## src/rtl/pwm_peripheral.sv

```systemverilog
// Free-running PWM generator behind the SPI register bank: one shared duty phase,
// with per-bit output enables and PWM-mode selects applied on a registered output stage.
module pwm_peripheral #(
    parameter int CLK_DIV = 13
) (
    input  logic        clk,
    input  logic        rst_n,
    input  logic [7:0]  en_reg_out_7_0,
    input  logic [7:0]  en_reg_out_15_8,
    input  logic [7:0]  en_reg_pwm_7_0,
    input  logic [7:0]  en_reg_pwm_15_8,
    input  logic [7:0]  pwm_duty_cycle,
    output logic [15:0] out,
    output logic        period_start
);

    localparam int PW = (CLK_DIV > 1) ? $clog2(CLK_DIV) : 1;
    localparam logic [PW-1:0] DIV_MAX = PW'(CLK_DIV - 1);

    logic [PW-1:0] prescaler;
    logic [7:0]    pwm_count;
    logic [7:0]    duty_shadow;
    logic          started;
    logic          tick;
    logic          boundary;
    logic          pwm_level;
    logic [15:0]   en_out;
    logic [15:0]   en_pwm;
    logic [15:0]   out_next;

    assign tick     = (prescaler == DIV_MAX);
    assign boundary = tick && (pwm_count == 8'hFF);
    assign en_out   = {en_reg_out_15_8, en_reg_out_7_0};
    assign en_pwm   = {en_reg_pwm_15_8, en_reg_pwm_7_0};

    // Duty 0xFF is forced high so the compare never produces a low slot at count 255.
    always_comb begin
        pwm_level = (duty_shadow == 8'hFF) || (pwm_count < duty_shadow);
        out_next  = en_out & (~en_pwm | {16{pwm_level}});
    end

    always_ff @(posedge clk or negedge rst_n) begin
        if (!rst_n) begin
            prescaler    <= '0;
            pwm_count    <= 8'd0;
            duty_shadow  <= 8'd0;
            started      <= 1'b0;
            period_start <= 1'b0;
            out          <= 16'h0000;
        end else begin
            prescaler    <= tick ? '0 : prescaler + 1'b1;
            if (tick) begin
                pwm_count <= pwm_count + 8'd1;
            end
            started      <= 1'b1;
            // A new duty only lands when a period begins, or on the very first clock after reset.
            if (boundary || !started) begin
                duty_shadow <= pwm_duty_cycle;
            end
            period_start <= boundary;
            out          <= out_next;
        end
    end

endmodule
```

## config.mk

```make
export PLATFORM = sky130hd
export DESIGN_NAME = pwm_peripheral
export DESIGN_NICKNAME = d
export VERILOG_FILES = /design/src/rtl/pwm_peripheral.sv
export SDC_FILE = /design/constraint.sdc
export NUM_CORES = 1
export LEC_CHECK = 0
export CAP_MARGIN = 15
export CORE_ASPECT_RATIO = 1.5
export CORE_MARGIN = 2
export CORE_UTILIZATION = 40
export DETAILED_ROUTE_END_ITERATION = 8
export PLACE_DENSITY = 0.72
export SLEW_MARGIN = 20
export SYNTH_ARGS = -nofsm -noshare
export SYNTH_HDL_FRONTEND = slang
export SYNTH_SLANG_ARGS = --single-unit
```

## constraint.sdc

```tcl
create_clock -name clk -period 2.3 [get_ports clk]
set_input_delay 0.46 -clock clk [delete_from_list [all_inputs] [get_ports clk]]
set_output_delay 0.46 -clock clk [all_outputs]
set_load 0.05 [all_outputs]
```

Word level (Yosys, flattened, before mapping)
Cells that the tools add are included.
{"block": "totals", "output_inout_bits": 17, "register_bits": 38}
{"block": "op_classes", "n_bitwise": 3, "add_sub_neg": 2, "n_lt_le_gt_ge": 1, "reduce_logical": 4, "eq_ne": 3, "muxes": 1}
{"op": "16-bit bitwise AND", "count": 1}
{"op": "8-bit == test, second input constant", "count": 2}
{"op": "16-bit inverter", "count": 1}
{"op": "16-bit OR", "count": 1}
{"op": "8-bit by 1-bit adder with 8-bit output, second input constant", "count": 1}
{"op": "8-bit < comparator", "count": 1}
{"op": "4-bit by 1-bit adder with 4-bit output, second input constant", "count": 1}
{"op": "4-bit == test, second input constant", "count": 1}
{"op": "4-bit 2-to-1 mux", "count": 1}
{"op": "1-bit logical OR", "count": 2}
{"op": "1-bit logical AND", "count": 1}
{"op": "1-bit zero test", "count": 1}

Longest topological paths before layout
{"block": "logic_depth", "word_depth": 4, "mapped_depth": 7}

Worst setup path after synthesis
OpenSTA, ideal clock, no wires.
{"block": "synth_path", "kind": "reg2reg", "from": "register prescaler[0]", "to": "register duty_shadow[0]", "n_path_buf": 1, "setup_time_ps": 125, "arrival_time_ps": 1719, "required_time_ps": 2175, "setup_slack_ps": 457, "stages_incl_launch_ff": 8, "synth_period_minus_slack_ps": 1843, "path_cell_list": "dfrtp_1 > inv_1 > ha_1 > and3_1 > buf_6 > and3_4 > a31oi_4 > mux2_2"}
{"block": "synth_via", "elab_chain_len": 3}
{"element": "start, declared", "line_no": "20", "text": "logic [PW-1:0] prescaler;"}
{"element": "start signal, assigned", "line_no": "51", "text": "prescaler <= tick ? '0 : prescaler + 1'b1;"}
{"element": "4-bit == test", "line_no": "31", "text": "assign tick = (prescaler == DIV_MAX);"}
{"element": "1-bit logical AND", "line_no": "32", "text": "assign boundary = tick && (pwm_count == 8'hFF);"}
{"element": "1-bit logical OR", "line_no": "57", "text": "if (boundary || !started) begin"}
{"element": "end signal, assigned", "line_no": "58", "text": "duty_shadow <= pwm_duty_cycle;"}
{"element": "end, declared", "line_no": "22", "text": "logic [7:0] duty_shadow;"}
No other way between the ends.
A chain may end at the register's enable or synchronous reset.

Worst setup path in the final report
{"block": "layout_path", "from": "register prescaler[0]", "to": "register duty_shadow[6]"}
The elaborated chain is that of the path after synthesis.

==> results.sh <==
export IMPL_final_cell_mix="clkdlybuf4s50_1, dfrtp_1, a21boi_0"
export IMPL_drive_gt1_frac=0.131
export IMPL_status="finished clean"
export IMPL_crit_path_cell_trace="inv_1 > ha_1 > and3_1 > and3_4 > a31oi_4 > mux2_2"
export IMPL_fill_cells=330
export IMPL_synthCells=126
export IMPL_yosysTopAreaCell="dfrtp_1"
export IMPL_holdWs_ns=0.257
export IMPL_synth_main_ff_cell="dfrtp_1"
export IMPL_die_x_um=56.7
export IMPL_floorplan_initialDensity=0.418
export IMPL_worstHoldPathType="input port to async pin"
export IMPL_synth_edf_count=0
export IMPL_yosys_top_cells_area="dfrtp_1, ha_1, mux2_2, a21boi_0, xnor2_1"
export IMPL_p_leak_nw=1.08
export IMPL_p_per_area_nw_per_um2=673
export IMPL_synthArstFlopShare=1.00
export IMPL_grt_use_met3=0.0732
export IMPL_tightest_slew_ns=0.813
export IMPL_clock_skew_ns=0.00222
export IMPL_fin_setup_tns_ns=0
export IMPL_syn_mean_instance_area_um2=13.2
export IMPL_grt_max_degree=39
export IMPL_grtUsageTotal=0.150
export IMPL_die_y_um=83.1
export IMPL_timing_rr_end="duty_shadow[6]"
export IMPL_cts_sinks=38
export IMPL_via_per_inst=5.06
export IMPL_period_share=0.863
export IMPL_cts_tree="yes"
export IMPL_h_tree_depth=2
export IMPL_seq_area_frac_synth=0.570
export IMPL_met1_usage=0.147
export IMPL_fin_util=0.610
export IMPL_critPathSlowestCell="dfrtp_1"
export IMPL_num_vias=1195
export IMPL_drv_slew=0
export IMPL_antenna_left=0
export IMPL_grt_pass1_wl_mm=5.42
export IMPL_r2r_cells=6
export IMPL_final_common_cell="clkdlybuf4s50_1"
export IMPL_r2r_start="prescaler[0]"
export IMPL_post_cts_setup_buffers=0
export IMPL_crit_type="register to register"
export IMPL_overflow=0
export IMPL_max_stage_delay_ns=0.40
export IMPL_cts_resized=0
export IMPL_cts_buffers=5
export IMPL_setup_worst_path_end_class="register"
export IMPL_core_um2=3990
export IMPL_hold_violations=0
export IMPL_clkLatencyLatePin_ns=0.29
export IMPL_first_global_vias=1365
export IMPL_worstPathRequired_ns=2.48
export IMPL_antenna_found_initial=0
export IMPL_slew_headroom=0.458
export IMPL_io_pins=59
export IMPL_wl_per_cell_um=13.4
export IMPL_dr_pass1_iters=4
export IMPL_die_area_um2=4720
export IMPL_r2r_slack_ns=0.32
export IMPL_cts_hold_fix_buffers=0
export IMPL_synthesis_nets=178
export IMPL_synth_top_cell_area_share=0.570
export IMPL_yosysWarnings=0
export IMPL_clk_path_buf_depth=2
export IMPL_setup_viol=0
export IMPL_syn_area_um2=1670
export IMPL_port_buffer_count=58
export IMPL_worst_ep_arrival_time_ns=2.16
export IMPL_ys_ff_latch=38
export IMPL_drv_cap=0
export IMPL_place_gp_congestion=0.857
export IMPL_top_usage_layer="met2"
export IMPL_start_kind="register"
export IMPL_wl_mm=3.15
export IMPL_max_clock_freq_mhz=504
export IMPL_syn_to_final_growth_pct=45.9
export IMPL_grt_use_met2=0.251
export IMPL_drc=0
export IMPL_ys_types=28
export IMPL_layout_nets=242
export IMPL_path_clk_slew_ns=0.07
export IMPL_dp_hpwl_mm=2.47
export IMPL_rows=28
export IMPL_fin_crit_ns=1.98
export IMPL_drtIter0Drc=6
export IMPL_cp_max_fo=8
export IMPL_peakVddDrop_mv=0.610
export IMPL_rsz0062_at_grt="no"
export IMPL_diodes=0
export IMPL_cts_root_buf="clkbuf_8"
-- worst max-delay path by stage --
stage,start,to,depth (start not counted)
2_1_floorplan,prescaler[0],duty_shadow[0],7
4_1_cts,prescaler[0],duty_shadow[6],6
3_3_place_gp,prescaler[0],duty_shadow[5],6
3_5_place_dp,prescaler[0],duty_shadow[6],6
6_report,prescaler[0],duty_shadow[6],6
5_1_grt,prescaler[0],duty_shadow[6],6
-- registers in the layout, indices dropped and copies added, names as in the netlist --
signal        count
out              16
duty_shadow       8
pwm_count         8
prescaler         4
period_start      1
started           1
-- per-layer routing --
metal	wire length, µm	vias up
met2	1590	55
met4	93	0
met5	0	-
met3	338	8
li1	-	565
met1	1130	567
-- power by group --
part           total [mW]  leakage, nW  switching (mW)  internal (mW)
Sequential          0.715        0.453          0.0172          0.698
Combinational       0.228        0.556           0.109          0.119
Clock               0.696       0.0714           0.234          0.462
-- Yosys cell counts, types with 2 or more instances --
cell	number
o21ai_0	2
and4_1	2
ha_1	10
xnor2_1	5
nand4_1	5
nand2_1	3
xor2_1	3
mux2_2	9
a21boi_0	13
inv_1	11
dfrtp_1	38
a21boi_1	3
nor2_1	6
a21oi_1	2
-- worst max-delay path: cells and delay by family (launching register included) --
family / cells / cell delay, ns
buffers and inverters: 1 / 0.07
and+or+nand+nor: 2 / 0.50
adders and majority gates: 1 / 0.21
muxes: 1 / 0.38
AOI/OAI and AO/OA: 1 / 0.30
DFF: 1 / 0.40
-- area by class of cell --
class,instances,area (µm²),share of cell area
inverter,11,41.3,0.0170
timing repair buffer,59,583,0.239
clock buffer,6,82.6,0.0339
multi-input combinational,75,661,0.271
sequential,38,951,0.391
tap,45,56.3,0.0231
clock inverter,2,60.1,0.0247
-- kinds of logic (layout without fill, tap and decap cells) --
family                     after synthesis  after routing  synth area share
AOI/OAI and AO/OA                       27             27             0.143
adders and majority gates               10             10            0.0750
other                                    1              1           0.00225
buffers and inverters                   13             78            0.0345
and+or+nand+nor                         20             20            0.0727
xor gates and xnor gates                 8              8            0.0420
DFF                                     38             38             0.570
muxes                                    9              9            0.0607
-- stage by stage --
| step | setup slack, ns | instance area (µm²) | total power, mW | cells |
|---|---|---|---|---|
| 6_report | 0.316 | 2430 | 1.64 | 236 |
| 3_3_place_gp | 0.401 | 2290 | 0.952 | 228 |
| 5_1_grt | 0.221 | 2430 | 1.70 | 236 |
| 4_1_cts | 0.300 | 2430 | 1.66 | 236 |
| 3_5_place_dp | 0.315 | 2290 | 0.959 | 228 |
| 2_1_floorplan | 0.457 | 1670 | 0.833 | 126 |
No activity file was read; power rests on OpenSTA's default activity.
==> RTL change: new RTL, config.mk and constraints unchanged <==
Remove the register `out`: a continuous assignment takes its place, so the output `out` follows one clock earlier.
--- a/src/rtl/pwm_peripheral.sv
+++ b/src/rtl/pwm_peripheral.sv
@@ -47,5 +47,4 @@
             started      <= 1'b0;
             period_start <= 1'b0;
-            out          <= 16'h0000;
         end else begin
             prescaler    <= tick ? '0 : prescaler + 1'b1;
@@ -59,7 +58,8 @@
             end
             period_start <= boundary;
-            out          <= out_next;
         end
     end
 
+    assign out = out_next;
+
 endmodule
Function: changed (Yosys sat finds a counterexample within 4 cycles, from zero or initial values and one cycle with rst_n low).
==> RTL change against the original RTL <==
- the flow now finishes with violations (setup timing)
- non-clock buffer count rose by 13
- setup slack got worse by 530 ps
- sequential share of layout area down 14 points
- wire length up 8.1%
- cell area shrank 10%
- total power fell by 44%
- die area down 23%
- sequential cell count down 16
- largest cell class is now multi-input gates
- area after synthesis decreased by 24%
- register-to-register slack worse by 40 ps
==> RTL change: results (changes against the original RTL) <==
* Routed wl met3 at 326 um (-3.6%)
* Fraction of layout cells with a size suffix above 1 at 0.399 (+0.268)
* Min-delay worst type: register to register
* Reg-to-reg setup timing slack at 280 ps (-40 ps)
* TNS Setup at -2860 ps (-2860 ps)
* Final worst setup slack at -217 ps (-533 ps)
* Placer Congestion at 0.840 (-1.9%)
* Status: finished with violations
* Worst Setup SP: duty_shadow[5]
* Clock skew after layout at 2.24 ps (+0.0182 ps)
* Final setup fails at 16 (+16)
* Met1 global-route usage at 0.176 (+0.0293)
* Synth Area in XOR/XNOR at 0.0552 (+0.0132)
* GR Layer Usage met3 at 0.0635 (-0.00968)
* Worst Hold Path EP: prescaler[3]
* Worst r2r dst: duty_shadow[7]
* Post-synth top cells: dfrtp_1 (22), a21boi_0 (13), inv_1 (11)
* Synth top area cells: dfrtp_1 (43%), ha_1 (9.9%), mux2_2 (8.0%)
* Worst-Skew Late Latency at 260 ps (-30 ps)
* DRT iter0 DRCs at 17 (+11)
* H-tree depth at 1 (-1)
* # fillers at 208 (-37%)
* R2R Path Start: prescaler[0]
* Leak pwr at 0.970 nW (-10%)
* Largest net degree at the start of global routing at 23 (-41%)
* M2 GR Usage at 0.418 (+0.168)
* Register area share after synthesis at 0.434 (-0.136)
* Compound-gate portion of the synthesized area at 0.188 (+0.0452)
* Met2 wire len at 1940 um (+22%)
* WL met1 at 1040 um (-8.5%)
* YS warnings at 0 (unchanged)
* Routed wire length at 3410 um (+8.1%)
* Reg2reg path depth at 6 (unchanged)
* Biggest regs: duty_shadow: 8 flops, pwm_count: 8 flops, prescaler: 4 flops
* Vias in the first global route at 1273 (-6.7%)
* CTS buffer count at 3 (-2)
* Ys async rst share at 1.00 (unchanged)
* Syn_nets at 162 (-9.0%)
* Violated checks: setup timing
* Worst-path maximum fanout at 8 (unchanged)
* Ant diodes at 0 (unchanged)
* Nets at 237 (-2.1%)
* Max IR drop VDD at 0.329 mV (-46%)
* DR vias at 1171 (-2.0%)
* Worst Max-Slew Pin Slew at 495 ps (-317 ps)
* Placed wire-length estimate at 2650 um (+7.1%)
* Post-synthesis adder-cell area fraction at 0.0986 (+0.0237)
* Arr. time, crit path at 2060 ps (-100 ps)
* GRT Util Overall at 0.207 (+0.0578)
* Multiplexer area fraction after synthesis at 0.0799 (+0.0192)
* Initial antenna violation count at 0 (unchanged)
* Hold slack at 479 ps (+222 ps)
* First-pass GRT wire length at 5640 um (+4.2%)
## RTL change: worst max-delay path by stage
stage          endpoint  slack, ps  cells past startpoint
2_1_floorplan    out[0]       -170                      5
3_3_place_gp     out[4]         40                      8
3_5_place_dp     out[3]        -40                      7
4_1_cts          out[7]       -220                      8
5_1_grt         out[12]       -300                      9
6_report         out[6]       -220                      9
## RTL change: what timing repair did
action,in CTS,in global routing
buffers inserted,4,2
gates cloned,1,0
endpoints found under the setup margin,16,16
hold buffers,0,0
pin swaps,19,3
resized for setup,30,3
## RTL change: cell families (layout without fill, tap and decap cells)
logic type                 count (synthesis)  count (layout)
AOI/OAI and AO/OA                         27              27
other                                      1               1
DFF                                       22              22
buffers and inverters                     13              86
adders and majority gates                 10              10
xor gates and xnor gates                   8               8
muxes                                      9               9
and+or+nand+nor                           20              20
## RTL change: stage by stage
stage           util  power, mW  std cells  area, sq um  setup slack (ps)
2_1_floorplan      -      0.536        110         1310              -167
3_3_place_gp   0.633      0.656        214         1960              42.0
3_5_place_dp   0.633      0.661        214         1960             -35.4
4_1_cts        0.707      0.922        222         2190              -221
5_1_grt        0.705      0.958        223         2180              -296
6_report       0.705      0.920        223         2180              -217
## RTL change: worst max-delay path: stages (launching register included)
cell	delay, ps
dfrtp_1	360
inv_1	50
ha_1	300
a41o_1	240
a21oi_2	120
o32ai_2	100
buf_4	140
clkbuf_16	160
a21boi_2	150
buf_6	170
## RTL change: where the power goes
group	switching [mW]	leakage [nW]	internal [mW]
combinational	0.123	0.684	0.150
clock	0.116	0.0216	0.117
sequential	0.0136	0.265	0.402
## RTL change: final cells by class
type	instances	area share
Inverter	11	0.0189
Sequential cell	22	0.253
Timing Repair Buffer	72	0.331
Multi-Input combinational cell	75	0.355
Tap cell	40	0.0229
Clock buffer	3	0.0189
